===== src/rtl/leaf_pkg.sv =====
// Shared definitions for the leaf output arbiter: packet field layout, FSM states
// and the packet formatter.
package leaf_pkg;

  localparam int unsigned PKT_W  = 49;
  localparam int unsigned PAY_W  = 32;
  localparam int unsigned LEAF_W = 5;
  localparam int unsigned PORT_W = 4;
  localparam int unsigned SEQ_W  = 7;

  localparam int unsigned VALID_BIT = 48;
  localparam int unsigned LEAF_LSB  = 43;
  localparam int unsigned PORT_LSB  = 39;
  localparam int unsigned SEQ_LSB   = 32;

  typedef enum logic [1:0] {
    IDLE,
    RUN,
    PAUSE
  } state_t;

  function automatic logic [PKT_W-1:0] pack_packet(
    input logic [LEAF_W-1:0] leaf,
    input logic [PORT_W-1:0] port,
    input logic [SEQ_W-1:0]  seq,
    input logic [PAY_W-1:0]  payload
  );
    logic [PKT_W-1:0] p;
    p                      = '0;
    p[VALID_BIT]           = 1'b1;
    p[LEAF_LSB +: LEAF_W]  = leaf;
    p[PORT_LSB +: PORT_W]  = port;
    p[SEQ_LSB +: SEQ_W]    = seq;
    p[0 +: PAY_W]          = payload;
    return p;
  endfunction

endpackage


===== src/rtl/rr_prio_arb.sv =====
// Combinational N-way round-robin picker: first requester at or after ptr,
// wrapping circularly. One-hot grant plus valid.
module rr_prio_arb #(
  parameter int unsigned N  = 7,
  parameter int unsigned PW = 4
) (
  input  logic [N-1:0]  req,
  input  logic [PW-1:0] ptr,
  output logic [N-1:0]  gnt,
  output logic          gnt_vld
);

  logic [N-1:0] hi_mask;
  logic [N-1:0] hi_req;
  logic [N-1:0] pick;

  // Requests at or above ptr win; otherwise wrap to the lowest requester.
  always_comb begin
    hi_mask = '0;
    for (int unsigned j = 0; j < N; j++) begin
      hi_mask[j] = (PW'(j) >= ptr);
    end
    hi_req  = req & hi_mask;
    pick    = (|hi_req) ? hi_req : req;
    gnt     = '0;
    gnt_vld = 1'b0;
    for (int unsigned j = 0; j < N; j++) begin
      if (pick[j] && !gnt_vld) begin
        gnt[j]  = 1'b1;
        gnt_vld = 1'b1;
      end
    end
  end

endmodule


===== src/rtl/leaf_out_arbiter.sv =====
// Round-robin arbiter sharing the leaf-to-BFT packet link among user output streams,
// with per-port credits and destinations. Optional statistics: LEAF_ARB_STATS_EN.
module leaf_out_arbiter #(
  parameter int unsigned PACKET_BITS           = 49,
  parameter int unsigned PAYLOAD_BITS          = 32,
  parameter int unsigned NUM_LEAF_BITS         = 5,
  parameter int unsigned NUM_PORT_BITS         = 4,
  parameter int unsigned NUM_ADDR_BITS         = 7,
  parameter int unsigned NUM_OUT_PORTS         = 7,
  parameter int unsigned CREDIT_INIT           = 128,
  parameter int unsigned FREESPACE_UPDATE_SIZE = 64
) (
  input  logic                                    clk,
  input  logic                                    reset,
  input  logic [NUM_OUT_PORTS*PAYLOAD_BITS-1:0]   din_user,
  input  logic [NUM_OUT_PORTS-1:0]                vld_user,
  output logic [NUM_OUT_PORTS-1:0]                ack_user,
  input  logic                                    cfg_we,
  input  logic [NUM_PORT_BITS-1:0]                cfg_port,
  input  logic [NUM_LEAF_BITS+NUM_PORT_BITS-1:0]  cfg_dest,
  input  logic                                    cfg_done,
  input  logic                                    credit_upd,
  input  logic [NUM_PORT_BITS-1:0]                credit_port,
  input  logic                                    resend,
  output logic [PACKET_BITS-1:0]                  dout_bft,
`ifdef LEAF_ARB_STATS_EN
  output logic [NUM_OUT_PORTS*32-1:0]             stat_sent,
  output logic [31:0]                             stat_stall,
`endif
  output logic                                    busy
);

  import leaf_pkg::*;

  localparam int unsigned CW = $clog2(CREDIT_INIT + 1);
  localparam int unsigned XW = $clog2(CREDIT_INIT + FREESPACE_UPDATE_SIZE + 1);
  localparam int unsigned DW = NUM_LEAF_BITS + NUM_PORT_BITS;

  state_t                   state;
  logic [NUM_PORT_BITS-1:0] rr_ptr;
  logic [NUM_PORT_BITS-1:0] ptr_nxt;
  logic [CW-1:0]            credit     [NUM_OUT_PORTS];
  logic [CW-1:0]            credit_nxt [NUM_OUT_PORTS];
  logic [NUM_ADDR_BITS-1:0] seq        [NUM_OUT_PORTS];
  logic [DW-1:0]            dest_tbl   [NUM_OUT_PORTS];

  logic [NUM_OUT_PORTS-1:0] elig;
  logic [NUM_OUT_PORTS-1:0] req;
  logic [NUM_OUT_PORTS-1:0] gnt;
  logic [NUM_OUT_PORTS-1:0] upd_hit;
  logic                     fire;
  logic                     grant_en;

  logic [DW-1:0]            sel_dest;
  logic [NUM_ADDR_BITS-1:0] sel_seq;
  logic [PAYLOAD_BITS-1:0]  sel_data;

  assign grant_en = (state == RUN) && cfg_done && !resend;

  always_comb begin
    elig    = '0;
    upd_hit = '0;
    for (int unsigned i = 0; i < NUM_OUT_PORTS; i++) begin
      elig[i]    = vld_user[i] && (credit[i] != '0);
      upd_hit[i] = credit_upd && (credit_port == NUM_PORT_BITS'(i));
    end
  end

  assign req = elig & {NUM_OUT_PORTS{grant_en}};

  rr_prio_arb #(
    .N  (NUM_OUT_PORTS),
    .PW (NUM_PORT_BITS)
  ) u_rr (
    .req     (req),
    .ptr     (rr_ptr),
    .gnt     (gnt),
    .gnt_vld (fire)
  );

  assign ack_user = gnt;
  assign busy     = (state == RUN) && (|vld_user);

  always_comb begin
    sel_dest = '0;
    sel_seq  = '0;
    sel_data = '0;
    ptr_nxt  = rr_ptr;
    for (int unsigned i = 0; i < NUM_OUT_PORTS; i++) begin
      if (gnt[i]) begin
        sel_dest = dest_tbl[i];
        sel_seq  = seq[i];
        sel_data = din_user[i*PAYLOAD_BITS +: PAYLOAD_BITS];
        ptr_nxt  = (i == NUM_OUT_PORTS - 1) ? '0 : NUM_PORT_BITS'(i + 1);
      end
    end
  end

  // Grant and update on one port in the same cycle net out before saturation.
  always_comb begin
    logic [XW-1:0] sum;
    sum = '0;
    for (int unsigned i = 0; i < NUM_OUT_PORTS; i++) begin
      sum = XW'(credit[i]);
      if (gnt[i])     sum = sum - XW'(1);
      if (upd_hit[i]) sum = sum + XW'(FREESPACE_UPDATE_SIZE);
      if (sum > XW'(CREDIT_INIT)) sum = XW'(CREDIT_INIT);
      credit_nxt[i] = CW'(sum);
    end
  end

  always_ff @(posedge clk or posedge reset) begin
    if (reset) begin
      state  <= IDLE;
      rr_ptr <= '0;
    end else begin
      case (state)
        IDLE:    if (cfg_done) state <= RUN;
        RUN: begin
          if (!cfg_done)   state <= IDLE;
          else if (resend) state <= PAUSE;
        end
        PAUSE:   if (!resend) state <= RUN;
        default: state <= IDLE;
      endcase
      if (fire) rr_ptr <= ptr_nxt;
    end
  end

  always_ff @(posedge clk or posedge reset) begin
    if (reset) begin
      dout_bft <= '0;
    end else if (fire) begin
      dout_bft <= pack_packet(sel_dest[DW-1:NUM_PORT_BITS], sel_dest[NUM_PORT_BITS-1:0],
                              sel_seq, sel_data);
    end else begin
      dout_bft <= '0;
    end
  end

  always_ff @(posedge clk or posedge reset) begin
    if (reset) begin
      for (int unsigned i = 0; i < NUM_OUT_PORTS; i++) begin
        credit[i]   <= CW'(CREDIT_INIT);
        seq[i]      <= '0;
        dest_tbl[i] <= '0;
      end
    end else begin
      for (int unsigned i = 0; i < NUM_OUT_PORTS; i++) begin
        credit[i] <= credit_nxt[i];
        if (gnt[i]) seq[i] <= seq[i] + 1'b1;
        if (cfg_we && (cfg_port == NUM_PORT_BITS'(i))) dest_tbl[i] <= cfg_dest;
      end
    end
  end

`ifdef LEAF_ARB_STATS_EN
  always_ff @(posedge clk or posedge reset) begin
    if (reset) begin
      stat_sent  <= '0;
      stat_stall <= '0;
    end else begin
      for (int unsigned i = 0; i < NUM_OUT_PORTS; i++) begin
        if (gnt[i]) stat_sent[i*32 +: 32] <= stat_sent[i*32 +: 32] + 32'd1;
      end
      if ((state == RUN) && (|vld_user) && !(|elig)) stat_stall <= stat_stall + 32'd1;
    end
  end
`endif

endmodule

===== config.mk =====
export PLATFORM = sky130hd
export DESIGN_NAME = leaf_out_arbiter
export DESIGN_NICKNAME = d
export VERILOG_FILES = /design/src/rtl/leaf_pkg.sv /design/src/rtl/rr_prio_arb.sv /design/src/rtl/leaf_out_arbiter.sv
export SDC_FILE = /design/constraint.sdc
export NUM_CORES = 1
export LEC_CHECK = 0
export BUFFER_PORTS_ARGS = -buffer_cell sky130_fd_sc_hd__buf_2
export CAP_MARGIN = 5
export CORE_ASPECT_RATIO = 1.75
export CORE_MARGIN = 3
export CORE_UTILIZATION = 54
export CTS_BUF_LIST = sky130_fd_sc_hd__clkbuf_16
export DETAILED_ROUTE_END_ITERATION = 6
export GPL_TIMING_DRIVEN = 0
export MAX_ROUTING_LAYER = met4
export PLACE_DENSITY_LB_ADDON = 0.15
export SLEW_MARGIN = 20
export SYNTH_ARGS = -nofsm -noshare
export SYNTH_HDL_FRONTEND = slang
export SYNTH_SLANG_ARGS = --single-unit

===== constraint.sdc =====
create_clock -name clk -period 7.5 [get_ports clk]
set_input_delay 0.375 -clock clk [delete_from_list [all_inputs] [get_ports clk]]
set_output_delay 0.375 -clock clk [all_outputs]
set_load 0.1 [all_outputs]

==> metrics.md <==
| Metric | Value |
|---|---|
| Combinational share of power | 44.0% |
| Die width | 120 um |
| Via count | 11600 |
| Fraction of registers with async set/reset | 100% |
| WP data required | 7120 ps |
| Clk network pwr share | 21.6% |
| Final #Nets | 1819 |
| Main flop type after synthesis | dfrtp_1 |
| Vias in the first global route | 11500 |
| Most common cell after layout, fill and taps aside | buf_2 |
| Hold crit path type | primary input to flip-flop |
| Startpoint Class | flip-flop |
| Resize count post-CTS | 0 |
| Final setup viols | 0 |
| Hold buffer count at CTS | 1 |
| Slowest stage delay, CP | 620 ps |
| Wire per inst | 21.5 um |
| R2R depth | 12 |
| Hold_ws | 80.3 ps |
| WHS Path Cells | 3 |
| Arr. time, crit path | 5380 ps |
| Initial antenna violation count | 0 |
| Clock Latency Late Sink | 510 ps |
| Finished Cell Area | 14900 um2 |
| Maximum clock rate | 174 MHz |
| Rows | 72 |
| Maximum clock path buffer count | 3 |
| Final ANT Viol Nets | 0 |
| DP HPWL | 30.1 mm |
| Highest-delay cell along the critical path | buf_1 |
| Final min period | 5750 ps |
| Post-Synthesis Cell Area | 12200 um2 |
| CP Capture Type | output pin |
| Total global routing overflow | 0 |
| Switching Fraction | 45.2% |
| HP Start | din_user[5] |
| Post-Syn Instances | 1214 |
| Max_cap viols | 0 |
| CTS tree | yes |
| Reg2Reg Setup Slack | 2670 ps |
| Reg power frac | 34.4% |
| First-pass GRT wire length | 61.0 mm |
| I/O pin count | 311 |
| Initial core utilization | 55.1% |
| Yosys reg bits | 222 |
| Commonest non-fill, non-tap cells in the layout | 330 x buf_2, 215 x dfrtp_1, 147 x nand2_1, 88 x nor2_1, 67 x mux2_2 |
| Failing checks | design-rule violations |
| Core area | 22200 um2 |
| IO Port Bufs | 310 |
| Fin cells | 1864 |
| Inserted Clock Buffers | 22 |
| Vias per cell | 6.23 |
| Post-Syn Nets | 1482 |
| Inst Count DP | 1822 |
| Worst Path Max Fanout | 10 |
| First drt pass iteration count | 7 |
| Sequential area share after synthesis | 45.6% |
| Postcts setup bufs | 0 |
| Post-synth EDFFs | 0 |
| Worst clock skew | 11.1 ps |
| Layout area overhead | 22.1% |
| Post-synthesis average cell area | 10.1 um2 |
| Final Cycle Share | 76.7% |
| Synth warnings | 0 |
| Unrepaired setup endpoints after global routing | false |
| Fill cells | 1883 |
| WHS Endpoint | dout_bft[5]$_DFF_PP0_ |
| Leak pwr | 7.06 nW |
| PwrDens | 346 nW/um2 |
| Largest net degree at the start of global routing | 106 |
| Slew @ Worst Pin | 903 ps |
| Total track usage | 32.4% |
| DRT Wirelength | 40.0 mm |
| Final Slew Violations | 0 |
| Slew HR | 39.7% |
| Final Hold Viols | 0 |
| Critical path class | flip-flop to output pin |
| Internal power | 0.00282 W |
| Die area | 24500 um2 |
| Clock slew at reported path FFs | 70 ps |
| Placed instance area | 14200 um2 |
| Crit Reg-Reg Startpoint | credit[8]$_DFF_PP0_ |
| Status | complete, but fails checks |
| VDD IR max | 200 uV |
| Netlist cell types | 87 |
| Starting DRT DRC Count | 1164 |
| RePlAce Congestion | 0.904 |
| H-tree level count | 1 |
| Proportion of layout cells with a drive suffix above 1 | 30.6% |
| Die H | 205 um |
| Root buffer cell | clkbuf_16 |
| Number of remaining DRC errors | 34 |
| Crit path cell chain | inv_1, ha_1, or3b_2, o311ai_1, o211ai_1, a31oi_1, nand2_1, inv_1, buf_2, buf_1, buf_2 |
| Clk sinks | 222 |
| Worst r2r dst | dout_bft[43]$_DFF_PP0_ |
| Switching power | 0.00233 W |
-- layer usage --
metal	share of wire (%)	vias to the layer above	wire length, um	GRT usage [%]
li1	-	5223	-	-
met1	36	5694	14400	35.6
met2	54	588	21500	59.4
met3	6.1	115	2430	3.56
met4	4.2	0	1670	13.5
met5	0	-	0	-
-- cell families after synthesis --
group                    after synthesis  share of synthesized area, %
AO/OA/AOI/OAI                        267                          17.9
XOR/XNOR                              98                          7.21
adder cells (fa/ha/maj)               14                          1.44
buffers and inverters                 95                          3.25
flip-flops                           222                          45.6
multiplexers                          71                          6.51
AND/OR/NAND/NOR                      447                          18.1
-- critical path, delay by kind of cell (launching register included) --
family / cells / cell delay [ps]
flops: 1 / 430
fa+ha+maj: 1 / 240
compound gates: 3 / 1500
buf+inv: 5 / 1760
simple gates: 2 / 940
-- through the flow --
| stage | worst slack [ps] | utilization [%] | TNS (ps) | power [W] |
|---|---|---|---|---|
| final | 1750 | 67.3 | 0 | 0.00515 |
| after global placement | -1400 | 63.7 | -293050 | 0.00397 |
| after floorplan | 1060 | - | 0 | 0.00345 |
| after CTS | 1820 | 67.2 | 0 | 0.00513 |
| after detailed placement | 2370 | 64.0 | 0 | 0.00403 |
| after global routing | 1570 | 67.2 | 0 | 0.00539 |
-- Yosys cell counts, types with 9 or more instances --
cell type  count  share of area [%]
a21oi_1       35                1.4
a221o_1       10               0.82
a221oi_1      13               0.93
a222oi_1      51                4.2
a22oi_1       10               0.62
a31oi_1       13               0.67
buf_2         20               0.82
clkbuf_1      36                1.1
dfrtp_1      215                 44
ha_1          14                1.4
inv_1         27               0.83
mux2_2        67                6.2
nand2_1      147                4.5
nand2b_1       9               0.46
nand3_1       61                2.5
nand3b_1      12               0.74
nand4_1       25                1.3
nor2_1        88                2.7
nor3_1        23               0.94
o211ai_1      15               0.92
o21ai_0       31                1.3
o221ai_1      12               0.86
or3_1         11               0.56
xnor2_1       63                4.5
xor2_1        33                2.4
-- flip-flops by register name, summed over array words and instances, names as in the netlist --
| name | cells |
|---|---|
| dout_bft | 49 |
| credit | 56 |
| seq | 49 |
| state | 2 |
| dest_tbl | 63 |
| rr_ptr | 3 |
-- area by class of cell --
cell class	count	area [um2]	share of cell area (%)
multi-input combinational	897	6240	41.9
sequential	222	5560	37.3
timing repair buffer	313	1620	10.8
clock buffer	23	576	3.86
tap	296	370	2.48
buffer	64	280	1.88
clock inverter	17	129	0.865
inverter	31	124	0.831
antenna	1	2.50	0.0168
-- power by group through the flow --
stage / sequential (W) / clock (W) / combinational (W)
floorplan: 0.00230 / 0 / 0.00115
global placement: 0.00177 / 0 / 0.00220
detailed placement: 0.00178 / 0 / 0.00224
CTS: 0.00177 / 0.00111 / 0.00225
global route: 0.00181 / 0.00116 / 0.00242
finish: 0.00177 / 0.00111 / 0.00227
-- how the worst max path moves through the flow --
| stage | cells past startpoint | startpoint | endpoint | slack (ps) |
|---|---|---|---|---|
| detailed placement | 11 | credit[8]$_DFF_PP0_ | ack_user[4] | 2370 |
| finish | 11 | credit[8]$_DFF_PP0_ | ack_user[4] | 1750 |
| global route | 11 | credit[8]$_DFF_PP0_ | ack_user[4] | 1570 |
| global placement | 2 | reset | dest_tbl[40]$_DFFE_PP0P_ | -1400 |
| CTS | 11 | credit[8]$_DFF_PP0_ | ack_user[4] | 1820 |
| floorplan | 1 | reset | credit[0]$_DFF_PP0_ | 1060 |
Power figures use the tool's default switching activity.
